===== src/rtl/mod_vector_sched.sv =====
// Two-requester vector scheduler in front of one LANES-wide modular reducer.
// A round-robin grant captures a vector of N signed WW-bit elements, LANES
// elements per cycle are reduced into [0, Q), and the reduced vector is held
// on a valid/ready response port until the consumer accepts it.
module mod_vector_sched #(
  parameter int N     = 8,
  parameter int W     = 8,
  parameter int WW    = 2 * W,
  parameter int LANES = 4,
  parameter int Q     = 17
) (
  input  logic                          clk,
  input  logic                          rst_n,
  input  logic [1:0]                    req_valid,
  output logic [1:0]                    req_ready,
  input  logic [1:0][N-1:0][WW-1:0]     req_vec,
  output logic                          rsp_valid,
  input  logic                          rsp_ready,
  output logic                          rsp_id,
  output logic [N-1:0][W-1:0]           rsp_vec,
  output logic                          busy
);

  localparam int NCH = N / LANES;
  localparam int CW  = (NCH > 1) ? $clog2(NCH) : 1;
  localparam logic [CW-1:0] C_LAST = CW'(NCH - 1);

  localparam logic signed [WW-1:0] Q_S = WW'(Q);
  localparam logic signed [WW:0]   Q_N = (WW + 1)'(Q);

  localparam logic [1:0] S_IDLE = 2'd0;
  localparam logic [1:0] S_RUN  = 2'd1;
  localparam logic [1:0] S_DONE = 2'd2;

  if (N % LANES != 0) begin : g_bad_lanes
    $error("mod_vector_sched: N must be a multiple of LANES");
  end
  if (Q <= 1 || Q >= (1 << W)) begin : g_bad_q
    $error("mod_vector_sched: Q must satisfy 1 < Q < 2^W");
  end

  // Signed remainder at WW bits, then lift negatives into [0, Q) at WW+1 bits
  // so that adding Q can never overflow, even for the most-negative input.
  function automatic logic [W-1:0] mod_q(input logic signed [WW-1:0] x);
    logic signed [WW-1:0] r;
    logic signed [WW:0]   n;
    r = x % Q_S;
    n = {r[WW-1], r};
    if (n < 0) n = n + Q_N;
    return n[W-1:0];
  endfunction

  // Buffers are viewed chunk-major so the active chunk is a single index.
  logic [1:0]                              state_q, state_d;
  logic                                    rr_q, rr_d;
  logic                                    id_q, id_d;
  logic [CW-1:0]                           c_q, c_d;
  logic [NCH-1:0][LANES-1:0][WW-1:0]       in_buf_q, in_buf_d;
  logic [NCH-1:0][LANES-1:0][W-1:0]        res_q, res_d;
  logic                                    g;

  // Next-state, grant and lane reduction for the current chunk.
  always_comb begin
    state_d   = state_q;
    rr_d      = rr_q;
    id_d      = id_q;
    c_d       = c_q;
    in_buf_d  = in_buf_q;
    res_d     = res_q;
    req_ready = 2'b00;
    g         = 1'b0;
    case (state_q)
      S_IDLE: begin
        // rst_n gate keeps req_ready low while reset is held.
        if (rst_n && (req_valid != 2'b00)) begin
          g            = req_valid[rr_q] ? rr_q : ~rr_q;
          req_ready[g] = 1'b1;
          in_buf_d     = req_vec[g];
          id_d         = g;
          rr_d         = ~g;
          c_d          = '0;
          state_d      = S_RUN;
        end
      end
      S_RUN: begin
        for (int k = 0; k < LANES; k++) begin
          res_d[c_q][k] = mod_q(in_buf_q[c_q][k]);
        end
        c_d = c_q + 1'b1;
        if (c_q == C_LAST) state_d = S_DONE;
      end
      S_DONE: begin
        if (rsp_ready) state_d = S_IDLE;
      end
      default: state_d = S_IDLE;
    endcase
  end

  // Control and result registers; reset discards any in-flight job.
  always_ff @(posedge clk or negedge rst_n) begin
    if (!rst_n) begin
      state_q <= S_IDLE;
      rr_q    <= 1'b0;
      id_q    <= 1'b0;
      c_q     <= '0;
      res_q   <= '0;
    end else begin
      state_q <= state_d;
      rr_q    <= rr_d;
      id_q    <= id_d;
      c_q     <= c_d;
      res_q   <= res_d;
    end
  end

  // Captured input vector; only read after a grant has loaded it.
  always_ff @(posedge clk) begin
    in_buf_q <= in_buf_d;
  end

  assign rsp_valid = (state_q == S_DONE);
  assign rsp_id    = id_q;
  assign rsp_vec   = res_q;
  assign busy      = (state_q != S_IDLE);

endmodule


===== config.mk =====
export PLATFORM = sky130hd
export DESIGN_NAME = mod_vector_sched
export DESIGN_NICKNAME = d
export VERILOG_FILES = /design/src/rtl/mod_vector_sched.sv
export SDC_FILE = /design/constraint.sdc
export NUM_CORES = 1
export LEC_CHECK = 0
export BUFFER_PORTS_ARGS = -buffer_cell sky130_fd_sc_hd__buf_4
export CORE_ASPECT_RATIO = 1.5
export CORE_UTILIZATION = 40
export DETAILED_ROUTE_END_ITERATION = 16
export GPL_ROUTABILITY_DRIVEN = 0
export SYNTH_ARGS = -nofsm -noshare
export SYNTH_HDL_FRONTEND = slang
export SYNTH_SLANG_ARGS = --single-unit

===== constraint.sdc =====
create_clock -name clk -period 16.41 [get_ports clk]
set_input_delay 1.641 -clock clk [delete_from_list [all_inputs] [get_ports clk]]
set_output_delay 1.641 -clock clk [all_outputs]
set_load 0.005 [all_outputs]

==> results of run 1 <==
cells in the mapped netlist (44+ instances only):
library cell / instances
xor2_1: 63
o21ai_0: 141
nand3_1: 75
edfxtp_1: 128
xnor2_1: 100
nand2_1: 236
mux2_2: 161
a211oi_1: 48
mux2i_1: 86
inv_1: 44
nor2_1: 161
clkbuf_1: 61
dfrtp_1: 69
a21oi_1: 114
o211ai_1: 53
nor3_1: 103
area by class of cell:
class	instances	share of cell area (%)
Multi-Input combinational cell	2278	62.68
Clock inverter	15	0.5856
Inverter	46	0.6706
Timing Repair Buffer	348	9.852
Sequential cell	197	21.04
Clock buffer	17	1.606
Tap cell	756	3.570
worst max-delay path, delay by kind of cell, from the launching register on:
kind | cells | cell delay, ns
buffers and inverters | 4 | 0.91
adders and majority gates | 6 | 1.70
DFF | 1 | 0.91
and+or+nand+nor | 15 | 3.96
xor gates and xnor gates | 4 | 0.97
AOI/OAI and AO/OA | 15 | 4.38
muxes | 3 | 1.37
cell usage in the layout (no fill, tap or decap), types with 13 or more instances in the layout:
| master | instances |
|---|---|
| buf_4 | 347 |
| a21o_1 | 33 |
| a211oi_1 | 48 |
| ha_1 | 30 |
| nand4_1 | 35 |
| a31o_2 | 13 |
| a2111oi_0 | 15 |
| or4_1 | 13 |
| a211o_1 | 27 |
| edfxtp_1 | 128 |
| o21ai_0 | 141 |
| mux2_2 | 161 |
| nand2b_1 | 25 |
| o31ai_1 | 26 |
| nor3b_1 | 17 |
| nor3_1 | 103 |
| xnor2_1 | 100 |
| nand2_1 | 236 |
| inv_1 | 43 |
| nand3_1 | 75 |
| o22ai_1 | 16 |
| a31oi_1 | 42 |
| o21a_1 | 32 |
| nor2_1 | 161 |
| mux2i_1 | 85 |
| o211ai_1 | 53 |
| o221ai_1 | 13 |
| and2_1 | 40 |
| xor2_1 | 63 |
| o21ai_1 | 39 |
| nor4_1 | 29 |
| or2_2 | 24 |
| and3_1 | 26 |
| or3_1 | 42 |
| dfrtp_1 | 68 |
| clkbuf_16 | 17 |
| a21oi_1 | 113 |
| o2111ai_1 | 15 |
stage by stage:
| stage | hold slack [ns] | setup slack, ns | area (sq um) | util, % |
|---|---|---|---|---|
| after floorplan | 0.4731 | 2.743 | 22850 | - |
| after global routing | 0.5052 | 1.112 | 26490 | 47.22 |
| after CTS | 0.4900 | 2.296 | 26490 | 47.21 |
| final | 0.4841 | 2.013 | 26490 | 47.22 |
| after global placement | 0.4664 | 2.749 | 25910 | 46.18 |
| after detailed placement | 0.4717 | 2.372 | 25910 | 46.18 |
sequential cells by signal, indices dropped and copies added, names as in the netlist:
signal	cells
c_q	1
in_buf_q	128
rr_q	1
rsp_id	1
rsp_vec	64
state_q	2
worst max-delay path by stage:
stage | from | cells after the start | to | slack (ns)
6_report | c_q | 47 | rsp_vec[31] | 2.01
3_5_place_dp | c_q | 45 | rsp_vec[31] | 2.37
2_1_floorplan | c_q | 58 | rsp_vec[23] | 2.74
5_1_grt | c_q | 47 | rsp_vec[62] | 1.11
3_3_place_gp | c_q | 45 | rsp_vec[31] | 2.75
4_1_cts | c_q | 45 | rsp_vec[31] | 2.30
per-layer routing:
metal  GRT usage [%]  vias to the layer above
met2           43.58                      948
met3           2.941                      196
met4           14.27                        0
li1                -                    10940
met1           28.33                    10960
met5               0                        -
logic make-up after synthesis:
group | count (synthesis)
AND/OR/NAND/NOR | 918
adder cells (fa/ha/maj) | 32
multiplexers | 256
XOR/XNOR | 171
flip-flops | 197
AO/OA/AOI/OAI | 901
buffers and inverters | 140
==> impl_metrics.json, run 1 <==
{
  "hold_depth": 2,
  "fp.dieH_um": 294.7,
  "die_w_um": 197.2,
  "yosys.area_share.simple_pct": 21.39,
  "setup_violations": 0,
  "drt_first_pass_iters": 6,
  "slowest_stage": "dfrtp_4",
  "synthTopCellsByArea": "edfxtp_1, mux2_2, dfrtp_1, nand2_1, xnor2_1",
  "hp-class": "register to register",
  "clock_latency_ns": 0.50,
  "synth_compound_area_share_pct": 30.19,
  "path_max_fanout": 53,
  "dr_wl_met2_um": 35910,
  "rrSetupSlack_ns": 2.01,
  "antenna_left": 0,
  "cts_max_path_buffers": 2,
  "synth_xor_area_share_pct": 6.899,
  "postSynth.asyncResetShare_pct": 35.03,
  "antenna_cells": 0,
  "ys_seq_elements": 197,
  "std_cell_rows": 106,
  "antenna_found_initial": 0,
  "seq_area_sq_um": 5574,
  "syn_avg_cell_area_sq_um": 8.739,
  "area_growth_pct": 15.93,
  "fillers": 5389,
  "topRoutingLayerUsed": "met4",
  "grt_pass1_wl_um": 115000,
  "layout_min_cycle_time_ns": 14.40,
  "clk_pin_slew_worst_paths_ns": 0.08,
  "tightest_slew_ns": 1.141,
  "coreArea_sq_um": 56100,
  "cts_num_sinks": 197,
  "maxSlewViolCount": 0,
  "worstRegToRegCells": 47,
  "root_buffer": "clkbuf_16",
  "hold_buffers": 0,
  "ios": 330,
  "gr-total-overflow": 0,
  "synth_fa_ha_area_share_pct": 1.736,
  "synth_top_area_cell": "edfxtp_1",
  "synth_top_family_by_area": "compound AO/OA/AOI/OAI gates",
  "drive_above_1_share_pct": 24.58,
  "ys_types": 148,
  "post-cts-setup-buffer-count": 0,
  "multi_input_area_sq_um": 16600,
  "die_area_sq_um": 58110,
  "grt_start_max_net_pins": 70,
  "wl_um": 73070,
  "synth_warnings": 0,
  "drc_errors": 0,
  "critical_path_class": "register to register",
  "ys_seq_area_share_pct": 24.38,
  "synth_mux_area_share_pct": 12.37,
  "slew-limit-headroom_pct": 23.38,
  "initial_core_util_pct": 40.73,
  "final_min_period_over_clock_period_pct": 87.73,
  "reg2reg_to": "rsp_vec[31]",
  "wire_per_inst_um": 19.98,
  "endpoint_kind": "register",
  "finalSetupTns_ns": 0,
  "cts_buffers": 17,
  "via_count": 23040,
  "rr_startpoint": "c_q",
  "grt_pass1_vias": 22260,
  "cts-resized-gates": 0,
  "slowest_delay_ns": 0.91,
  "fin_skew_ns": 0.01486,
  "met3_length_um": 4004,
  "rsz0062_at_grt": "no",
  "synth_edf_count": 128,
  "final-instance-count-excl-fill": 3657,
  "timing.fmax_mhz": 69.46,
  "min_to": "rsp_vec[10]",
  "synthesis.nets": 2906,
  "via_per_inst": 6.300,
  "status": "finished, final reports clean",
  "synth_area_sq_um": 22850,
  "finalHoldViolations": 0,
  "required_ns": 16.77,
  "drt_iter0_drc": 1427,
  "track_usage_pct": 24.60,
  "drv_cap": 0,
  "netlist.area_leader.share_pct": 16.82,
  "port-buffer-count": 329,
  "dp_hpwl_um": 57100,
  "nets": 3179,
  "synthCells": 2615,
  "cts_htree_levels": 4,
  "worstPathArrival_ns": 14.75,
  "start_kind": "register",
  "min_from": "rsp_vec[10]",
  "ys.flop_type": "edfxtp_1",
  "cts_tree": "yes",
  "dp.cells": 3624,
  "wl_met1_um": 29270
}
Power of run 1 is left out: the tool's default activity adds up to more than one toggle a clock period on the data nets, which glitch-free logic cannot reach.
==> run 2, diff against run 1 <==
MAX_ROUTING_LAYER = met4   (was not set)
==> run 2 against run 1 <==
Effect of this change: final cell count stayed put; register-to-register slack barely moved; sequential cell count did not move; worst hold slack is essentially flat; non-clock buffer count is the same; largest cell class unchanged; critical path depth unchanged; die area stayed put; clock skew up 0.0014 ns.
==> impl_metrics.json, run 2 (synthesis gave the netlist of run 1 again) <==
{
  "status": "finished, final reports clean",
  "std_cell_rows": 106,
  "cts_buffers": 17,
  "drv_cap": 0,
  "final-instance-count-excl-fill": 3657,
  "antenna_left": 0,
  "largest_reg_flops": 128,
  "coreArea_sq_um": 56100,
  "die_w_um": 197.2,
  "gr-total-overflow": 0,
  "layout_min_cycle_time_ns": 14.39,
  "track_usage_pct": 25.33,
  "wire_per_inst_um": 19.98,
  "fp.dieH_um": 294.7,
  "slowest_stage": "dfrtp_4",
  "cts-resized-gates": 0,
  "start_kind": "register",
  "post-cts-setup-buffer-count": 0,
  "cts_htree_levels": 4,
  "nets": 3179,
  "grt_start_max_net_pins": 70,
  "root_buffer": "clkbuf_16",
  "drt_iter0_drc": 1491,
  "via_count": 23030,
  "antenna_found_initial": 0,
  "hp-class": "register to register",
  "cts_num_sinks": 197,
  "clock_latency_ns": 0.50,
  "grt_pass1_wl_um": 115100,
  "die_area_sq_um": 58110,
  "drc_errors": 0,
  "wl_um": 73070,
  "slew-limit-headroom_pct": 25.05,
  "dp_hpwl_um": 57100,
  "antenna_cells": 0,
  "drt_first_pass_iters": 5,
  "clk_pin_slew_worst_paths_ns": 0.09,
  "port-buffer-count": 329,
  "maxSlewViolCount": 0,
  "worst-path-buf-inv": 4,
  "fin_skew_ns": 0.01625,
  "drive_above_1_share_pct": 24.58,
  "final_min_period_over_clock_period_pct": 87.68,
  "grt_pass1_vias": 22240,
  "slowest_delay_ns": 0.92,
  "initial_core_util_pct": 40.73,
  "layout.cells.most_common_list": "buf_4, nand2_1, mux2_2, nor2_1, o21ai_0",
  "via_per_inst": 6.296,
  "largest-register": "in_buf_q",
  "timing.fmax_mhz": 69.50,
  "worstPathArrival_ns": 14.75,
  "tightest_slew_ns": 1.116,
  "endpoint_kind": "register",
  "hold_buffers": 0,
  "path_max_fanout": 53,
  "dp.cells": 3624,
  "finalHoldViolations": 0,
  "cts_max_path_buffers": 2,
  "final_common_cell": "buf_4",
  "crit_family": "compound AO/OA/AOI/OAI gates",
  "critical_path_class": "register to register",
  "fillers": 5391,
  "area_growth_pct": 15.93,
  "cts_tree": "yes",
  "rsz0062_at_grt": "no",
  "finalSetupTns_ns": 0,
  "setup_violations": 0,
  "ios": 330,
  "required_ns": 16.77
}
## run 2: changes by cell type in the layout (fill, tap and decap cells not counted), sizes merged
cell    before  now
buf        347  348
clkbuf      18   17
## run 2: area by class of cell
| class | instances | area, sq um | share of cell area, % |
|---|---|---|---|
| repair buffers | 348 | 2610 | 9.852 |
| clock inverters | 15 | 155.1 | 0.5856 |
| inverters | 46 | 177.7 | 0.6706 |
| multi-input cells | 2278 | 16600 | 62.68 |
| flip-flops and latches | 197 | 5574 | 21.04 |
| well taps | 756 | 945.9 | 3.570 |
| clock buffers | 17 | 425.4 | 1.606 |
## run 2: worst paths after layout
path                                   from     endpoint  slack (ns)  cells past startpoint
max in group asynchronous             rst_n          c_q       14.32                      2
worst max register to register          c_q  rsp_vec[31]        2.02                     47
worst min register to register  rsp_vec[10]  rsp_vec[10]        0.48                      2
min in group asynchronous             rst_n  rsp_vec[52]        1.17                      1
worst max-delay path                    c_q  rsp_vec[31]        2.02                     47
worst min-delay path            rsp_vec[10]  rsp_vec[10]        0.48                      2
## run 2: layer usage
layer	track usage, %	vias to the layer above	routed length, um	part of all wire [%]
li1	-	10940	-	-
met1	28.56	10960	29640	41
met2	43.75	931	36060	49
met3	2.586	202	3624	5.0
met4	13.97	0	3736	5.1
met5	-	-	0	0
## run 2: tightest hold or removal path, delay by kind of cell (launching register included)
kind               cells  cell delay [ns]
AOI/OAI and AO/OA      1             0.06
DFF                    1             0.35
and+or+nand+nor        1             0.05
## run 2: through the flow
stage / hold WS (ns) / area, sq um / setup slack (ns) / utilization [%]
floorplan: 0.4731 / 22850 / 2.743 / -
global placement: 0.4664 / 25910 / 2.749 / 46.18
detailed placement: 0.4717 / 25910 / 2.372 / 46.18
CTS: 0.4900 / 26490 / 2.296 / 47.21
global route: 0.5052 / 26490 / 1.114 / 47.22
finish: 0.4844 / 26490 / 2.022 / 47.22
Power of run 2 is left out for the same reason.
==> run 3, diff against run 2 <==
clock period = 17.3 ns   (was 16.41 ns; I/O delays follow)
==> run 3 against run 2 <==
Effect of this change: critical path type unchanged; design area barely moved; sequential share of layout area is essentially flat; via count up 0.13%; utilization hardly changed; global-route usage shrank 0.35 points; maximum frequency down 1.1%; wire length decreased by 0.64%; setup slack gained 0.72 ns; first-iteration DRC count increased by 18%; highest routed layer unchanged; final cell count hardly changed; worst hold slack better by 0.0022 ns; critical path depth shrank 2.
==> impl_metrics.json, run 3 (synthesis gave the netlist of run 1 again) <==
{
  "status": "finished, final reports clean",
  "place_ws_ns": 3.119,
  "std_cell_rows": 106,
  "initial_core_util_pct": 40.73,
  "largest_reg_flops": 128,
  "port-buffer-count": 329,
  "drc_errors": 0,
  "antenna_left": 0,
  "rr_startpoint": "c_q",
  "critPathMostFrequentCell": "ha_1",
  "worst_slack_ns": 2.745,
  "fp.dieH_um": 294.7,
  "nets": 3178,
  "drive_above_1_share_pct": 24.45,
  "tightest_slew_ns": 1.151,
  "fin_skew_ns": 0.01423,
  "die_area_sq_um": 58110,
  "fin_area_sq_um": 26480,
  "drv_cap": 0,
  "wl_um": 72600,
  "ios": 330,
  "place_area_sq_um": 25910,
  "wire_per_inst_um": 19.86,
  "cts_max_path_buffers": 2,
  "endpoint_kind": "register",
  "rsz0062_at_grt": "no",
  "setup_violations": 0,
  "via_count": 23060,
  "finalSetupTns_ns": 0,
  "drt_first_pass_iters": 6,
  "antenna_cells": 0,
  "cts_buffers": 17,
  "via_per_inst": 6.306,
  "post-cts-setup-buffer-count": 0,
  "track_usage_pct": 24.99,
  "grt_start_max_net_pins": 71,
  "path_max_fanout": 55,
  "dp_hpwl_um": 56520,
  "coreArea_sq_um": 56100,
  "min_from": "rsp_vec[50]",
  "worstPathArrival_ns": 14.95,
  "cp-startpoint": "c_q",
  "final_common_cell": "buf_4",
  "cts_tree": "yes",
  "required_ns": 17.70,
  "grt_pass1_wl_um": 113900,
  "postLayoutCoreUtil_pct": 47.20,
  "layout_min_cycle_time_ns": 14.56,
  "root_buffer": "clkbuf_16",
  "hp-class": "register to register",
  "clock_latency_ns": 0.49,
  "hold_buffers": 0,
  "cts-resized-gates": 0,
  "final_min_period_over_clock_period_pct": 84.13,
  "finalHoldViolations": 0,
  "layout.cells.most_common_list": "buf_4, nand2_1, mux2_2, nor2_1, o21ai_0",
  "clk_pin_slew_worst_paths_ns": 0.08,
  "largest-register": "in_buf_q",
  "slowest_delay_ns": 0.77,
  "maxSlewViolCount": 0,
  "slew-limit-headroom_pct": 22.94,
  "critical_path_class": "register to register",
  "area_growth_pct": 15.87,
  "grt_pass1_vias": 21970,
  "timing.fmax_mhz": 68.70,
  "start_kind": "register",
  "cts_htree_levels": 4,
  "slowest_stage": "mux2i_1",
  "gr-total-overflow": 0,
  "antenna_found_initial": 0,
  "drt_iter0_drc": 1765,
  "die_w_um": 197.2,
  "cts_num_sinks": 197
}
run 3: changes by cell type in the layout (fill, tap and decap cells not counted), sizes merged:
cell      change
buf           -1
bufinv        +1
clkbuf        +1
clkinv        -1
clkinvlp      +2
inv           -3
run 3: routing by layer:
| layer | global-route usage [%] | up-vias | part of all wire (%) |
|---|---|---|---|
| met3 | 2.987 | 181 | 4.5 |
| li1 | - | 10930 | - |
| met2 | 44.06 | 880 | 51 |
| met5 | - | - | 0 |
| met4 | 11.82 | 0 | 4.3 |
| met1 | 27.89 | 11070 | 41 |
run 3: critical path, delay by kind of cell (launching register included):
| family | cells | cell delay, ns |
|---|---|---|
| xor+xnor | 3 | 0.77 |
| buf+inv | 3 | 0.81 |
| fa+ha+maj | 4 | 1.16 |
| simple gates | 14 | 3.77 |
| mux | 2 | 1.16 |
| flops | 1 | 0.64 |
| compound gates | 19 | 6.08 |
run 3: worst paths after layout:
check / cells past startpoint / endpoint / slack (ns)
worst min-delay path: 2 / rsp_vec[50] / 0.49
max in group asynchronous: 2 / c_q / 15.04
worst max register to register: 45 / rsp_vec[23] / 2.74
min in group asynchronous: 1 / rsp_vec[15] / 1.13
worst min register to register: 2 / rsp_vec[50] / 0.49
worst max-delay path: 45 / rsp_vec[23] / 2.74
run 3: layout make-up:
cell class,count,area [sq um]
Clock buffer,18,429.2
Clock inverter,14,142.6
Fill cell,5389,29620
Inverter,46,177.7
Multi-Input combinational cell,2278,16600
Sequential cell,197,5574
Tap cell,756,945.9
Timing Repair Buffer,347,2605
run 3: through the flow:
| stage | hold WS (ns) | std cells |
|---|---|---|
| final | 0.4866 | 3656 |
| after global routing | 0.5165 | 3656 |
| after CTS | 0.4898 | 3656 |
| after detailed placement | 0.4712 | 3624 |
| after global placement | 0.4664 | 3624 |
| after floorplan | 0.4731 | 2615 |
Power of run 3 is left out for the same reason.
